===== config.mk =====
export PLATFORM = sky130hd
export DESIGN_NAME = ncl_quad_add_bridge
export DESIGN_NICKNAME = d
export VERILOG_FILES = /design/src/rtl/ncl_quad_add_bridge_pkg.sv /design/src/rtl/ncl_quad_add_bridge_sync2.sv /design/src/rtl/ncl_quad_add_bridge.sv
export SDC_FILE = /design/constraint.sdc
export NUM_CORES = 1
export LEC_CHECK = 0
export BUFFER_PORTS_ARGS = -buffer_cell sky130_fd_sc_hd__buf_4
export CAP_MARGIN = 20
export CORE_MARGIN = 1
export CORE_UTILIZATION = 40
export DETAILED_ROUTE_END_ITERATION = 8
export SYNTH_ARGS = -nofsm -noshare
export SYNTH_HDL_FRONTEND = slang
export SYNTH_SLANG_ARGS = --single-unit

===== constraint.sdc =====
create_clock -name clk -period 2.4 [get_ports clk]
set_input_delay 0.72 -clock clk [delete_from_list [all_inputs] [get_ports clk]]
set_output_delay 0.72 -clock clk [all_outputs]
set_load 0.005 [all_outputs]

===== src/rtl/ncl_quad_add_bridge_pkg.sv =====
// Shared types and 1-of-4 / dual-rail encode/decode helpers for the NCL quad adder bridge.
package ncl_quad_add_bridge_pkg;

    typedef enum logic [1:0] {INITW, IDLE, DATA, RETURN} state_t;

    localparam int RAILS = 4;

    function automatic logic [RAILS-1:0] bin2quad(input logic [1:0] v);
        return 4'b0001 << v;
    endfunction

    // Lowest-index rail wins so a corrupted digit still decodes deterministically.
    function automatic logic [1:0] quad2bin(input logic [RAILS-1:0] q);
        return q[0] ? 2'd0 : q[1] ? 2'd1 : q[2] ? 2'd2 : q[3] ? 2'd3 : 2'd0;
    endfunction

    function automatic logic onehot_legal(input logic [RAILS-1:0] q);
        return (q & (q - 4'd1)) == 4'd0;
    endfunction

    function automatic logic [1:0] dual_enc(input logic b);
        return b ? 2'b10 : 2'b01;
    endfunction

endpackage


===== src/rtl/ncl_quad_add_bridge_sync2.sv =====
// Two-flop synchronizer for the asynchronous NCL chain outputs.
module ncl_sync2 #(
    parameter int W = 1
) (
    input  logic         clk,
    input  logic         rst,
    input  logic [W-1:0] d,
    output logic [W-1:0] q
);

    logic [W-1:0] meta;

    always_ff @(posedge clk) begin
        if (rst) begin
            meta <= '0;
            q    <= '0;
        end else begin
            meta <= d;
            q    <= meta;
        end
    end

endmodule


===== src/rtl/ncl_quad_add_bridge.sv =====
// Clocked source/sink for a ripple chain of quaternary NCL full adders: encodes binary operands
// into 1-of-4 DATA wavefronts, runs the NULL/DATA handshake and returns a binary sum.
module ncl_quad_add_bridge
    import ncl_quad_add_bridge_pkg::*;
#(
    parameter int DIGITS      = 4,
    parameter int TIMEOUT_CYC = 1024,
    parameter int INIT_HOLD   = 4
) (
    input  logic                clk,
    input  logic                init,
    output logic                ncl_init,
    input  logic                in_valid,
    output logic                in_ready,
    input  logic [2*DIGITS-1:0] a_bin,
    input  logic [2*DIGITS-1:0] b_bin,
    input  logic                cin,
    output logic [4*DIGITS-1:0] AQ,
    output logic [4*DIGITS-1:0] BQ,
    output logic [1:0]          carryin,
    input  logic                ABCOMP,
    input  logic [4*DIGITS-1:0] sumQ,
    input  logic [1:0]          carryout,
    output logic                sumCOMP,
    output logic                carryCOMP,
    output logic                out_valid,
    input  logic                out_ready,
    output logic [2*DIGITS-1:0] sum_bin,
    output logic                cout,
    output logic                err_timeout,
    output logic                err_illegal
);

    localparam int SW = 3 + 4*DIGITS;
    localparam int TW = $clog2(TIMEOUT_CYC + 1);
    localparam int HW = $clog2(INIT_HOLD + 1);

    state_t                    state;
    logic [SW-1:0]             sync_q, sync_prev;
    logic                      abcomp_s;
    logic [1:0]                carryout_s;
    logic [DIGITS-1:0][3:0]    sumq_s;
    logic [DIGITS-1:0][3:0]    aq_enc, bq_enc;
    logic [DIGITS-1:0]         dig_any, dig_legal;
    logic [2*DIGITS-1:0]       sum_dec;
    logic [TW-1:0]             tmo_cnt;
    logic [HW-1:0]             hold_cnt;
    logic stable, result_complete, result_null, data_ok, null_ok;
    logic illegal, consume, capture, tmo_run;

    ncl_sync2 #(.W(SW)) u_sync (
        .clk (clk),
        .rst (init),
        .d   ({ABCOMP, carryout, sumQ}),
        .q   (sync_q)
    );

    assign {abcomp_s, carryout_s, sumq_s} = sync_q;

    for (genvar d = 0; d < DIGITS; d++) begin : g_dig
        assign dig_any[d]         = |sumq_s[d];
        assign dig_legal[d]       = onehot_legal(sumq_s[d]);
        assign sum_dec[2*d +: 2]  = quad2bin(sumq_s[d]);
        assign aq_enc[d]          = bin2quad(a_bin[2*d +: 2]);
        assign bq_enc[d]          = bin2quad(b_bin[2*d +: 2]);
    end

    // A decision is only trusted once the synchronized view has held for two cycles,
    // filtering wavefronts that were caught mid-transition.
    assign stable          = (sync_q == sync_prev);
    assign result_complete = (&dig_any) && (carryout_s != 2'b00);
    assign result_null     = (sumq_s == '0) && (carryout_s == 2'b00);
    assign data_ok         = stable && result_complete && abcomp_s;
    assign null_ok         = stable && result_null && !abcomp_s;
    assign illegal         = !(&dig_legal) || (carryout_s == 2'b11);
    assign consume         = out_valid && out_ready;
    assign capture         = (state == DATA) && data_ok && (!out_valid || out_ready);
    assign tmo_run         = ((state == DATA) && !capture && !out_valid) ||
                             ((state == RETURN) && !null_ok);

    always_ff @(posedge clk) begin
        if (init) begin
            state       <= INITW;
            AQ          <= '0;
            BQ          <= '0;
            carryin     <= 2'b00;
            sumCOMP     <= 1'b0;
            carryCOMP   <= 1'b0;
            out_valid   <= 1'b0;
            in_ready    <= 1'b0;
            err_timeout <= 1'b0;
            err_illegal <= 1'b0;
            ncl_init    <= 1'b1;
            hold_cnt    <= HW'(INIT_HOLD);
            tmo_cnt     <= '0;
            sum_bin     <= '0;
            cout        <= 1'b0;
            sync_prev   <= '0;
        end else begin
            sync_prev <= sync_q;
            if (consume) out_valid <= 1'b0;

            // Saturating watchdog; flags a stuck chain but never aborts the handshake.
            if (tmo_run) begin
                if (tmo_cnt != TW'(TIMEOUT_CYC)) tmo_cnt <= tmo_cnt + 1'b1;
                if (tmo_cnt == TW'(TIMEOUT_CYC - 1)) err_timeout <= 1'b1;
            end

            case (state)
                INITW: begin
                    if (hold_cnt != '0) hold_cnt <= hold_cnt - 1'b1;
                    ncl_init <= (hold_cnt != '0);
                    if (hold_cnt == '0 && null_ok) begin
                        in_ready <= 1'b1;
                        state    <= IDLE;
                    end
                end
                IDLE: begin
                    if (in_valid) begin
                        AQ       <= aq_enc;
                        BQ       <= bq_enc;
                        carryin  <= dual_enc(cin);
                        in_ready <= 1'b0;
                        tmo_cnt  <= '0;
                        state    <= DATA;
                    end
                end
                DATA: begin
                    if (capture) begin
                        sum_bin     <= sum_dec;
                        cout        <= carryout_s[1] & ~carryout_s[0];
                        out_valid   <= 1'b1;
                        sumCOMP     <= 1'b1;
                        carryCOMP   <= 1'b1;
                        AQ          <= '0;
                        BQ          <= '0;
                        carryin     <= 2'b00;
                        err_illegal <= err_illegal | illegal;
                        tmo_cnt     <= '0;
                        state       <= RETURN;
                    end
                end
                RETURN: begin
                    if (null_ok) begin
                        sumCOMP   <= 1'b0;
                        carryCOMP <= 1'b0;
                        in_ready  <= 1'b1;
                        state     <= IDLE;
                    end
                end
                default: state <= INITW;
            endcase
        end
    end

endmodule


==> out/results.ini <==
[outcome]
status = finished, final reports clean

[yosys]
syn_avg_cell_area_um2 = 9.12
async_reset_ff_frac = 0
synth_area_um2 = 5190
ys.flop_type = dfxtp_1
synth_edf_count = 0
seq_area_frac_synth = 0.471
syn_nets = 618
yosys_register_bits = 122
ys_types = 61
ys_warn_count = 0
syn_inst = 569

[floorplanning]
dieHeight_um = 116
rows = 41
ioPinCount = 90
core-area_um2 = 12600
fp.dieW_um = 116
initial_core_util = 0.411
dieArea_um2 = 13400

[grt]
grt_start_max_net_pins = 59
grtUsageTotal = 0.192
antenna_found_initial = 0
overflow = 0
grt_pass1_wl_um = 19600
grt_pass1_vias = 4094

[sta]
min_period_over_period = 0.949
period_needed_ns = 2.28
tns_ns = 0
slew-limit-headroom = 0.541
final_hold_viol_count = 0
clock_skew_ns = 0.0142
max_clock_freq_mhz = 439
slew_viol_final = 0
worstMarginPinSlew_ns = 0.686
finalSetupViolations = 0
rsz0062_at_grt = yes

[worst_setup_path]
cp_max_fo = 5
worstSetupPathType = flip-flop to flip-flop
arrival_ns = 2.61
cp-end-kind = flip-flop
critPathRequiredTime_ns = 2.74
startpoint_type = flip-flop

[clock_network]
htree_levels = 4
cts_tree = yes
cts.sinks = 122
cts-root-buf = clkbuf_16
cts_buffer_depth = 2
path_clk_slew_ns = 0.05
cts_buffers = 17
clock_latency_ns = 0.42

[power]
combinationalPowerShare = 0.094
ir_drop_uv = 592
clkPwrFrac = 0.486
power_frac_seq = 0.420
internal_power_w = 0.00391
swShare = 0.237
switching_power_w = 0.00121
powerDensity_nw_per_um2 = 753
power.static_leakage_nw = 2.71

[finish]
final_core_util = 0.539
fin_nets = 717
area_growth_pct = 31.1
post_route_cells_drive_above_1_share = 0.248
stdcell_count = 853
antenna_cells = 0

[routing]
met2_length_um = 6000
wl_per_cell_um = 14.6
viasPerCell = 5.18
drt_wl_total_um = 12400
wl_met1_um = 5700
drc = 0
first_iter_violations = 260
ant_nets = 0
top_layer = met4
vias = 4418
drt_first_pass_iters = 5
wl_met3_um = 562

[placement]
dp_hpwl_um = 8680
place_inst = 821
globalplace.congestion = 0.851
portBuffers = 89

[hold_path]
worstHoldPathType = flip-flop to flip-flop

[run]
drv_cap = 0

## stage by stage
stage          cell area [um^2]  setup slack, ns  hold WS (ns)  power [W]
2_1_floorplan              5190           0.0992         0.414    0.00248
3_3_place_gp               6190         -0.00855         0.421    0.00265
3_5_place_dp               6190          -0.0282         0.423    0.00267
4_1_cts                    6770           0.0699         0.433    0.00517
5_1_grt                    6800         -0.00374         0.449    0.00533
6_report                   6800            0.124         0.431    0.00512
## synth_stat cells, types with 7 or more instances
cell,count,share of area
inv_1,17,0.012
ha_1,9,0.022
nor4_1,7,0.0084
xor2_1,19,0.032
mux2i_1,9,0.017
clkbuf_1,30,0.022
nand4b_1,16,0.027
nand3_1,7,0.0068
nor2b_1,64,0.077
buf_2,9,0.0087
a21oi_1,50,0.048
nand4_1,21,0.025
o21ai_0,39,0.038
nor3_1,13,0.013
nand2b_1,7,0.0084
dfxtp_1,122,0.47
nor2_1,40,0.029
nand2_1,10,0.0072
## cell families after synthesis
family,count (synthesis),synth area share
muxes,9,0.0174
buffers and inverters,60,0.0468
AOI/OAI and AO/OA,142,0.176
and+or+nand+nor,207,0.234
xor gates and xnor gates,20,0.0338
DFF,122,0.471
adders and majority gates,9,0.0217
## sequential cells by signal (all words and copies together), names as in the netlist, 2 cells and up
register,cells
sync_prev,19
state,2
AQ,16
carryin,2
tmo_cnt,11
u_sync.q,19
sum_bin,8
hold_cnt,3
u_sync.meta,19
BQ,16
## cells in the final DEF (no fill, tap or decap), types with 9 or more instances in the layout
cell,count
inv_1,17
a21oi_1,50
o21ai_1,10
dfxtp_1,121
clkbuf_16,17
nand4b_1,16
nor2b_1,63
ha_1,9
mux2i_1,9
nor2_1,40
o21ai_0,30
nand4_1,21
nand2_1,10
xor2_1,19
nor3_1,12
buf_4,119
## cell type report
class	count	area [um^2]
clock buffer	21	460
clock inverter	11	120
fill	1195	5820
inverter	17	63.8
multi-input combinational	387	2530
sequential	122	2440
tap	172	215
timing repair buffer	123	965
## layer usage
metal | track usage | up-vias
met2 | 0.307 | 105
met1 | 0.237 | 2066
met4 | 0.0940 | 0
li1 | - | 2237
met3 | 0.0533 | 10
met5 | 0 | -
## critical path, stage by stage, from the launching register on
cell and delay [ns]:
dfxtp_1 0.31, inv_1 0.09, ha_1 0.20, o211ai_1 0.14, or4_4 0.59, o31ai_2 0.25
buf_4 0.16, and4_1 0.25, mux2i_1 0.20
## power by group through the flow
| stage | combinational (W) | sequential, W | clock (W) |
|---|---|---|---|
| 6_report | 0.000482 | 0.00215 | 0.00249 |
| 5_1_grt | 0.000539 | 0.00216 | 0.00263 |
| 4_1_cts | 0.000477 | 0.00215 | 0.00254 |
| 3_5_place_dp | 0.000475 | 0.00219 | 0 |
| 3_3_place_gp | 0.000461 | 0.00219 | 0 |
| 2_1_floorplan | 0.000301 | 0.00218 | 0 |
## path summary, 6_finish.rpt
| check | from | end | slack [ns] | depth (start not counted) |
|---|---|---|---|---|
| worst max-delay path | state[0] | state[1] | 0.12 | 8 |
| worst min-delay path | u_sync.meta[13] | u_sync.q[13] | 0.43 | 1 |
| worst max register to register | state[0] | state[1] | 0.12 | 8 |
| worst min register to register | u_sync.meta[13] | u_sync.q[13] | 0.43 | 1 |
## repair_timing
action / 4_1_cts / 5_1_grt
resized for setup: 0 / 15
buffers inserted: 0 / 0
hold buffers: 0 / 0
endpoints found under the setup margin: 0 / 34
Note: power is estimated with default switching activity, not from simulation.
